--- config.mk ---
export PLATFORM = sky130hd
export DESIGN_NAME = conn_setup_sequencer
export DESIGN_NICKNAME = d
export VERILOG_FILES = /design/src/rtl/conn_setup_sequencer.sv
export SDC_FILE = /design/constraint.sdc
export NUM_CORES = 1
export LEC_CHECK = 0
export ABC_AREA = 0
export BUFFER_PORTS_ARGS = -buffer_cell sky130_fd_sc_hd__buf_2
export CORE_ASPECT_RATIO = 2
export CORE_MARGIN = 4
export CORE_UTILIZATION = 54
export DETAILED_ROUTE_END_ITERATION = 12
export GPL_ROUTABILITY_DRIVEN = 0
export GPL_TIMING_DRIVEN = 0
export PLACE_DENSITY = 0.77
export SLEW_MARGIN = 20
export SYNTH_ARGS = -nofsm -noshare
export SYNTH_HDL_FRONTEND = slang
export SYNTH_SLANG_ARGS = --single-unit
export TNS_END_PERCENT = 100
--- constraint.sdc ---
create_clock -name clk -period 3.1 [get_ports clk]
set_input_delay 0.62 -clock clk [delete_from_list [all_inputs] [get_ports clk]]
set_output_delay 0.62 -clock clk [all_outputs]
set_load 0.02 [all_outputs]
--- src/rtl/conn_setup_sequencer.sv ---
// Connection-setup sequencer: takes one open/close request per handshake,
// serialises it into ConnSetupFrame commands for the RPC unit, waits for the
// connection-manager status and reports done/error.
//
// ConnSetupFrame layout (72 bits): [71:64] setup type, [63:0] data.
// Setup type codes follow the open-sequence order: 0 ConnId, 1 Open,
// 2 DestIPv4, 3 DestPort, 4 ClientFlowId, 5 QPFields, 6 QKey, 7 Enable.
//
// Request handshake: a request transfers on a cycle where req_valid and
// req_ready are both high; req_ready is high only while idle, the request
// fields are captured on that cycle and later input changes are ignored.
module conn_setup_sequencer #(
  parameter int NIC_ID         = 0,
  parameter int FRAME_GAP      = 0,
  parameter int TIMEOUT_CYCLES = 256
) (
  input  logic        clk,
  input  logic        reset,
  input  logic        req_valid,
  output logic        req_ready,
  input  logic        req_open,
  input  logic [31:0] req_conn_id,
  input  logic [31:0] req_dest_ip,
  input  logic [15:0] req_dest_port,
  input  logic [15:0] req_client_flow_id,
  input  logic [15:0] req_remote_qp_num,
  input  logic [15:0] req_p_key,
  input  logic [31:0] req_q_key,
  output logic        conn_setup_en_out,
  output logic [71:0] conn_setup_frame_out,
  input  logic        status_valid_in,
  input  logic        status_error_in,
  output logic        done_valid,
  output logic        done_error,
  output logic        busy,
  output logic [15:0] timeout_count,
  output logic [2:0]  state_dbg
);

  localparam int FRAME_W = 72;

  localparam logic [7:0] SETUP_CONN_ID   = 8'd0;
  localparam logic [7:0] SETUP_OPEN      = 8'd1;
  localparam logic [7:0] SETUP_DEST_IP   = 8'd2;
  localparam logic [7:0] SETUP_DEST_PORT = 8'd3;
  localparam logic [7:0] SETUP_FLOW_ID   = 8'd4;
  localparam logic [7:0] SETUP_QP_FIELDS = 8'd5;
  localparam logic [7:0] SETUP_Q_KEY     = 8'd6;
  localparam logic [7:0] SETUP_ENABLE    = 8'd7;

  // Gap counter is 4 bits wide, so larger gaps are clamped to 15.
  localparam int         GAP       = (FRAME_GAP > 15) ? 15 : ((FRAME_GAP < 0) ? 0 : FRAME_GAP);
  localparam logic [3:0] GAP_LAST  = 4'(GAP);
  // Wait counter is 0 in the first wait cycle; the last wait cycle is the one
  // in which it would step to TIMEOUT_CYCLES.
  localparam logic [31:0] WAIT_LAST = 32'(TIMEOUT_CYCLES - 1);

  // NIC_ID only tags simulation messages; nothing in the datapath uses it.
  if (NIC_ID < 0) begin : g_nic_id_unused
  end

  typedef enum logic [2:0] {
    S_IDLE  = 3'd0,
    S_ISSUE = 3'd1,
    S_GAP   = 3'd2,
    S_WAIT  = 3'd3,
    S_RESP  = 3'd4
  } state_t;

  state_t      state;
  logic [2:0]  frame_idx;
  logic [3:0]  gap_cnt;
  logic [31:0] wait_cnt;

  logic        open_q;
  logic [31:0] conn_id_q;
  logic [31:0] dest_ip_q;
  logic [15:0] dest_port_q;
  logic [15:0] flow_id_q;
  logic [15:0] qp_num_q;
  logic [15:0] p_key_q;
  logic [31:0] q_key_q;

  assign state_dbg = state;

  // Frame idx of the open or close sequence, data zero-extended to 64 bits.
  function automatic logic [FRAME_W-1:0] build_frame(
    input logic        open,
    input logic [2:0]  idx,
    input logic [31:0] conn_id,
    input logic [31:0] dest_ip,
    input logic [15:0] dest_port,
    input logic [15:0] flow_id,
    input logic [15:0] qp_num,
    input logic [15:0] p_key,
    input logic [31:0] q_key
  );
    logic [7:0]  kind;
    logic [63:0] data;
    if (open)
      kind = {5'd0, idx};
    else if (idx == 3'd0)
      kind = SETUP_CONN_ID;
    else if (idx == 3'd1)
      kind = SETUP_OPEN;
    else
      kind = SETUP_ENABLE;
    case (kind)
      SETUP_CONN_ID:   data = {32'd0, conn_id};
      SETUP_OPEN:      data = {63'd0, open};
      SETUP_DEST_IP:   data = {32'd0, dest_ip};
      SETUP_DEST_PORT: data = {48'd0, dest_port};
      SETUP_FLOW_ID:   data = {48'd0, flow_id};
      SETUP_QP_FIELDS: data = {32'd0, qp_num, p_key};
      SETUP_Q_KEY:     data = {32'd0, q_key};
      default:         data = 64'd0;
    endcase
    return {kind, data};
  endfunction

  // Sequencer FSM with registered handshake, frame and completion outputs.
  always_ff @(posedge clk) begin
    if (reset) begin
      state                <= S_IDLE;
      frame_idx            <= '0;
      gap_cnt              <= '0;
      wait_cnt             <= '0;
      req_ready            <= 1'b1;
      conn_setup_en_out    <= 1'b0;
      conn_setup_frame_out <= '0;
      done_valid           <= 1'b0;
      done_error           <= 1'b0;
      busy                 <= 1'b0;
      timeout_count        <= '0;
      open_q               <= 1'b0;
      conn_id_q            <= '0;
      dest_ip_q            <= '0;
      dest_port_q          <= '0;
      flow_id_q            <= '0;
      qp_num_q             <= '0;
      p_key_q              <= '0;
      q_key_q              <= '0;
    end else begin
      conn_setup_en_out    <= 1'b0;
      conn_setup_frame_out <= '0;
      done_valid           <= 1'b0;
      case (state)
        S_IDLE: begin
          if (req_valid && req_ready) begin
            open_q               <= req_open;
            conn_id_q            <= req_conn_id;
            dest_ip_q            <= req_dest_ip;
            dest_port_q          <= req_dest_port;
            flow_id_q            <= req_client_flow_id;
            qp_num_q             <= req_remote_qp_num;
            p_key_q              <= req_p_key;
            q_key_q              <= req_q_key;
            frame_idx            <= 3'd0;
            conn_setup_en_out    <= 1'b1;
            conn_setup_frame_out <= build_frame(req_open, 3'd0, req_conn_id, req_dest_ip,
                                                req_dest_port, req_client_flow_id,
                                                req_remote_qp_num, req_p_key, req_q_key);
            req_ready            <= 1'b0;
            busy                 <= 1'b1;
            state                <= S_ISSUE;
          end
        end
        S_ISSUE: begin
          if (frame_idx == (open_q ? 3'd7 : 3'd2)) begin
            wait_cnt <= '0;
            state    <= S_WAIT;
          end else if (GAP == 0) begin
            frame_idx            <= frame_idx + 3'd1;
            conn_setup_en_out    <= 1'b1;
            conn_setup_frame_out <= build_frame(open_q, frame_idx + 3'd1, conn_id_q, dest_ip_q,
                                                dest_port_q, flow_id_q, qp_num_q, p_key_q, q_key_q);
          end else begin
            gap_cnt <= 4'd1;
            state   <= S_GAP;
          end
        end
        S_GAP: begin
          if (gap_cnt == GAP_LAST) begin
            frame_idx            <= frame_idx + 3'd1;
            conn_setup_en_out    <= 1'b1;
            conn_setup_frame_out <= build_frame(open_q, frame_idx + 3'd1, conn_id_q, dest_ip_q,
                                                dest_port_q, flow_id_q, qp_num_q, p_key_q, q_key_q);
            state                <= S_ISSUE;
          end else begin
            gap_cnt <= gap_cnt + 4'd1;
          end
        end
        S_WAIT: begin
          // Status takes priority over a timeout expiring in the same cycle.
          if (status_valid_in) begin
            done_valid <= 1'b1;
            done_error <= status_error_in;
            state      <= S_RESP;
          end else if (wait_cnt == WAIT_LAST) begin
            done_valid <= 1'b1;
            done_error <= 1'b1;
            if (timeout_count != 16'hFFFF)
              timeout_count <= timeout_count + 16'd1;
            state      <= S_RESP;
          end else begin
            wait_cnt <= wait_cnt + 32'd1;
          end
        end
        S_RESP: begin
          req_ready <= 1'b1;
          busy      <= 1'b0;
          state     <= S_IDLE;
        end
        default: begin
          req_ready <= 1'b1;
          busy      <= 1'b0;
          state     <= S_IDLE;
        end
      endcase
    end
  end

endmodule
==> reports/metrics.yaml <==
status: "finished, final reports clean"
grt_max_degree: 17
synth.area.top_cells: "dfxtp_1 (46%), nand2_1 (12%), a21oi_1 (9.7%)"
synth_cell_type_count: 60
wl_per_cell_um: 19.02
ys_ff_latch: 259
area_growth_syn_to_layout_pct: 21.66
drtPass1Iterations: 6
grt_usage_pct: 31.04
wirelength_um: 37150
nFillCells: 1828
insertion_delay_ns: 0.52
synth_top_area_share_pct: 46.29
drv_cap: 0
die_height_um: 211.7
power_density_nw_per_um2: 553.1
cts_root_buf: "clkbuf_16"
power.leakage_nw: 5.518
drtIter0Drc: 863
hold_path.class: "in -> reg"
synth_edf_count: 0
slew_headroom_pct: 46.22
yosysSeqAreaShare_pct: 46.29
die_area_um2: 23250
critPathCaptureType: "register"
final_cell_mix: "nand2_1 (370), dfxtp_1 (259), buf_2 (236)"
vias_per_cell: 5.744
max_freq_mhz: 339.5
grt_overflow: 0
postRouteAntennaNets: 0
path_max_fanout: 12
cts_setup_buffers: 0
drc: 0
ys.flop_type: "dfxtp_1"
syn_area_um2: 11200
skew_ns: 0.006996
rsz0062_at_grt: "false"
rows: 74
async_flop_share_pct: 0
die_w_um: 109.8
cp_data_required_time_ns: 3.50
worstSetupStartpointType: "register"
clock_sinks: 259
arrival_ns: 3.34
hpwl_um: 28660
worstMarginPinSlew_ns: 0.8014
io_pins: 262
start_util_pct: 54.75
via_count: 11220
fin_nets: 1842
yosysWarnings: 0
fin_area_um2: 13630
cts_buffer_depth: 3
antenna_found_initial: 0
syn_inst: 1385
cts_tree: "done"
clk_pin_slew_worst_paths_ns: 0.07
vdd_drop_max_v: 0.0004215
path_class: "reg -> reg"
netlist.top_cell.by_area: "dfxtp_1"
placed_cell_area_um2: 12790
core_area_um2: 20460
hold_buffers: 0
syn_area_per_cell_um2: 8.088
layout-drive-gt1-share_pct: 20.30
htree_levels: 1
fin_crit_sh_pct: 95.02
maxSlewViolCount: 0
setup_viol: 0
min_period_ns: 2.946
port_buffers: 224
cts_buffers: 23
grt_first_pass_wirelength_um: 56030
finalSetupTns_ns: 0
layout_commonest_cell: "nand2_1"
hold_viol_final: 0
grt_pass1_vias: 10830
## metal layers
layer | part of all wire (%) | track usage [%]
met1 | 34 | 32.21
met2 | 52 | 55.22
met3 | 5.9 | 3.601
met4 | 8.7 | 23.50
met5 | 0 | 0
## per-stage QoR
| step | hold slack, ns | worst slack, ns | utilization (%) | power [W] | cells |
|---|---|---|---|---|---|
| after global routing | 0.3418 | 0.01063 | 66.58 | 0.007763 | 1951 |
| final | 0.3381 | 0.1543 | 66.60 | 0.007538 | 1953 |
| after floorplan | 0.4329 | 0.7123 | - | 0.004104 | 1421 |
| after detailed placement | 0.4459 | -0.07772 | 62.51 | 0.004444 | 1911 |
| after CTS | 0.3239 | 0.03190 | 66.56 | 0.007536 | 1952 |
| after global placement | 0.4408 | -0.006621 | 62.51 | 0.004425 | 1911 |
## Yosys cell counts (15+ instances only)
cell type and instances:
a21oi_1 217, a222oi_1 23, a22o_1 16, buf_4 40, clkbuf_1 84, dfxtp_1 259
inv_1 28, mux2i_1 22, nand2_1 371, nand3_1 15, nand4_1 18, nor2_1 28
o21ai_0 38, or3_1 28
## path summary, 6_finish.rpt
| check | start | to | slack, ns | cells past startpoint |
|---|---|---|---|---|
| hold / removal | req_conn_id[29] | conn_setup_frame_out[29]$_SDFF_PP0_ | 0.34 | 3 |
| setup / recovery | frame_idx[1]$_SDFFE_PP0P_ | conn_setup_frame_out[22]$_SDFF_PP0_ | 0.15 | 8 |
| setup reg to reg | frame_idx[1]$_SDFFE_PP0P_ | conn_setup_frame_out[22]$_SDFF_PP0_ | 0.15 | 8 |
| hold reg to reg | dest_port_q[2]$_SDFFE_PP0P_ | dest_port_q[2]$_SDFFE_PP0P_ | 0.45 | 2 |
## sequential cells by signal, indices dropped and copies added, names as in the netlist, 4 cells and up
name,flops
p_key_q,16
qp_num_q,16
flow_id_q,16
dest_ip_q,32
wait_cnt,32
q_key_q,32
conn_id_q,32
dest_port_q,16
conn_setup_frame_out,35
gap_cnt,4
timeout_count,16
## cells by family after synthesis
logic type,synth area share [%]
simple gates,20.95
compound gates,20.94
flops,46.29
buf+inv,7.271
mux,2.871
xor+xnor,0.8601
fa+ha+maj,0.7818
other cells,0.03348
## timing repair
item	in CTS	in global routing
gates resized for setup	2	10
pin swaps	0	1
endpoints found under the hold margin	0	0
setup endpoints to repair	3	15
## cell type report
type | count | area, µm² | area share (%)
flip-flops and latches | 259 | 5185 | 38.05
inverters | 28 | 105.1 | 0.7712
well taps | 266 | 332.8 | 2.442
repair buffers | 224 | 1121 | 8.226
clock buffers | 28 | 624.3 | 4.581
clock inverters | 13 | 201.4 | 1.478
multi-input cells | 993 | 5340 | 39.18
plain buffers | 140 | 713.2 | 5.233
diodes | 2 | 5.005 | 0.03672
## power by group
part	switching, W	internal [W]
registers	0.0000846	0.00348
clock network	0.00129	0.00186
logic	0.000541	0.000287
total	0.00192	0.00562
## worst max-delay path, cell delays in order, from the launching register on
cell      delay, ns
dfxtp_1        0.36
ha_1           0.21
ha_1           0.41
o21bai_1       0.24
nand2_2        0.31
buf_4          0.32
buf_1          0.49
a222oi_1       0.18
o21ai_0        0.31
Note: power is estimated with default switching activity, not from simulation.
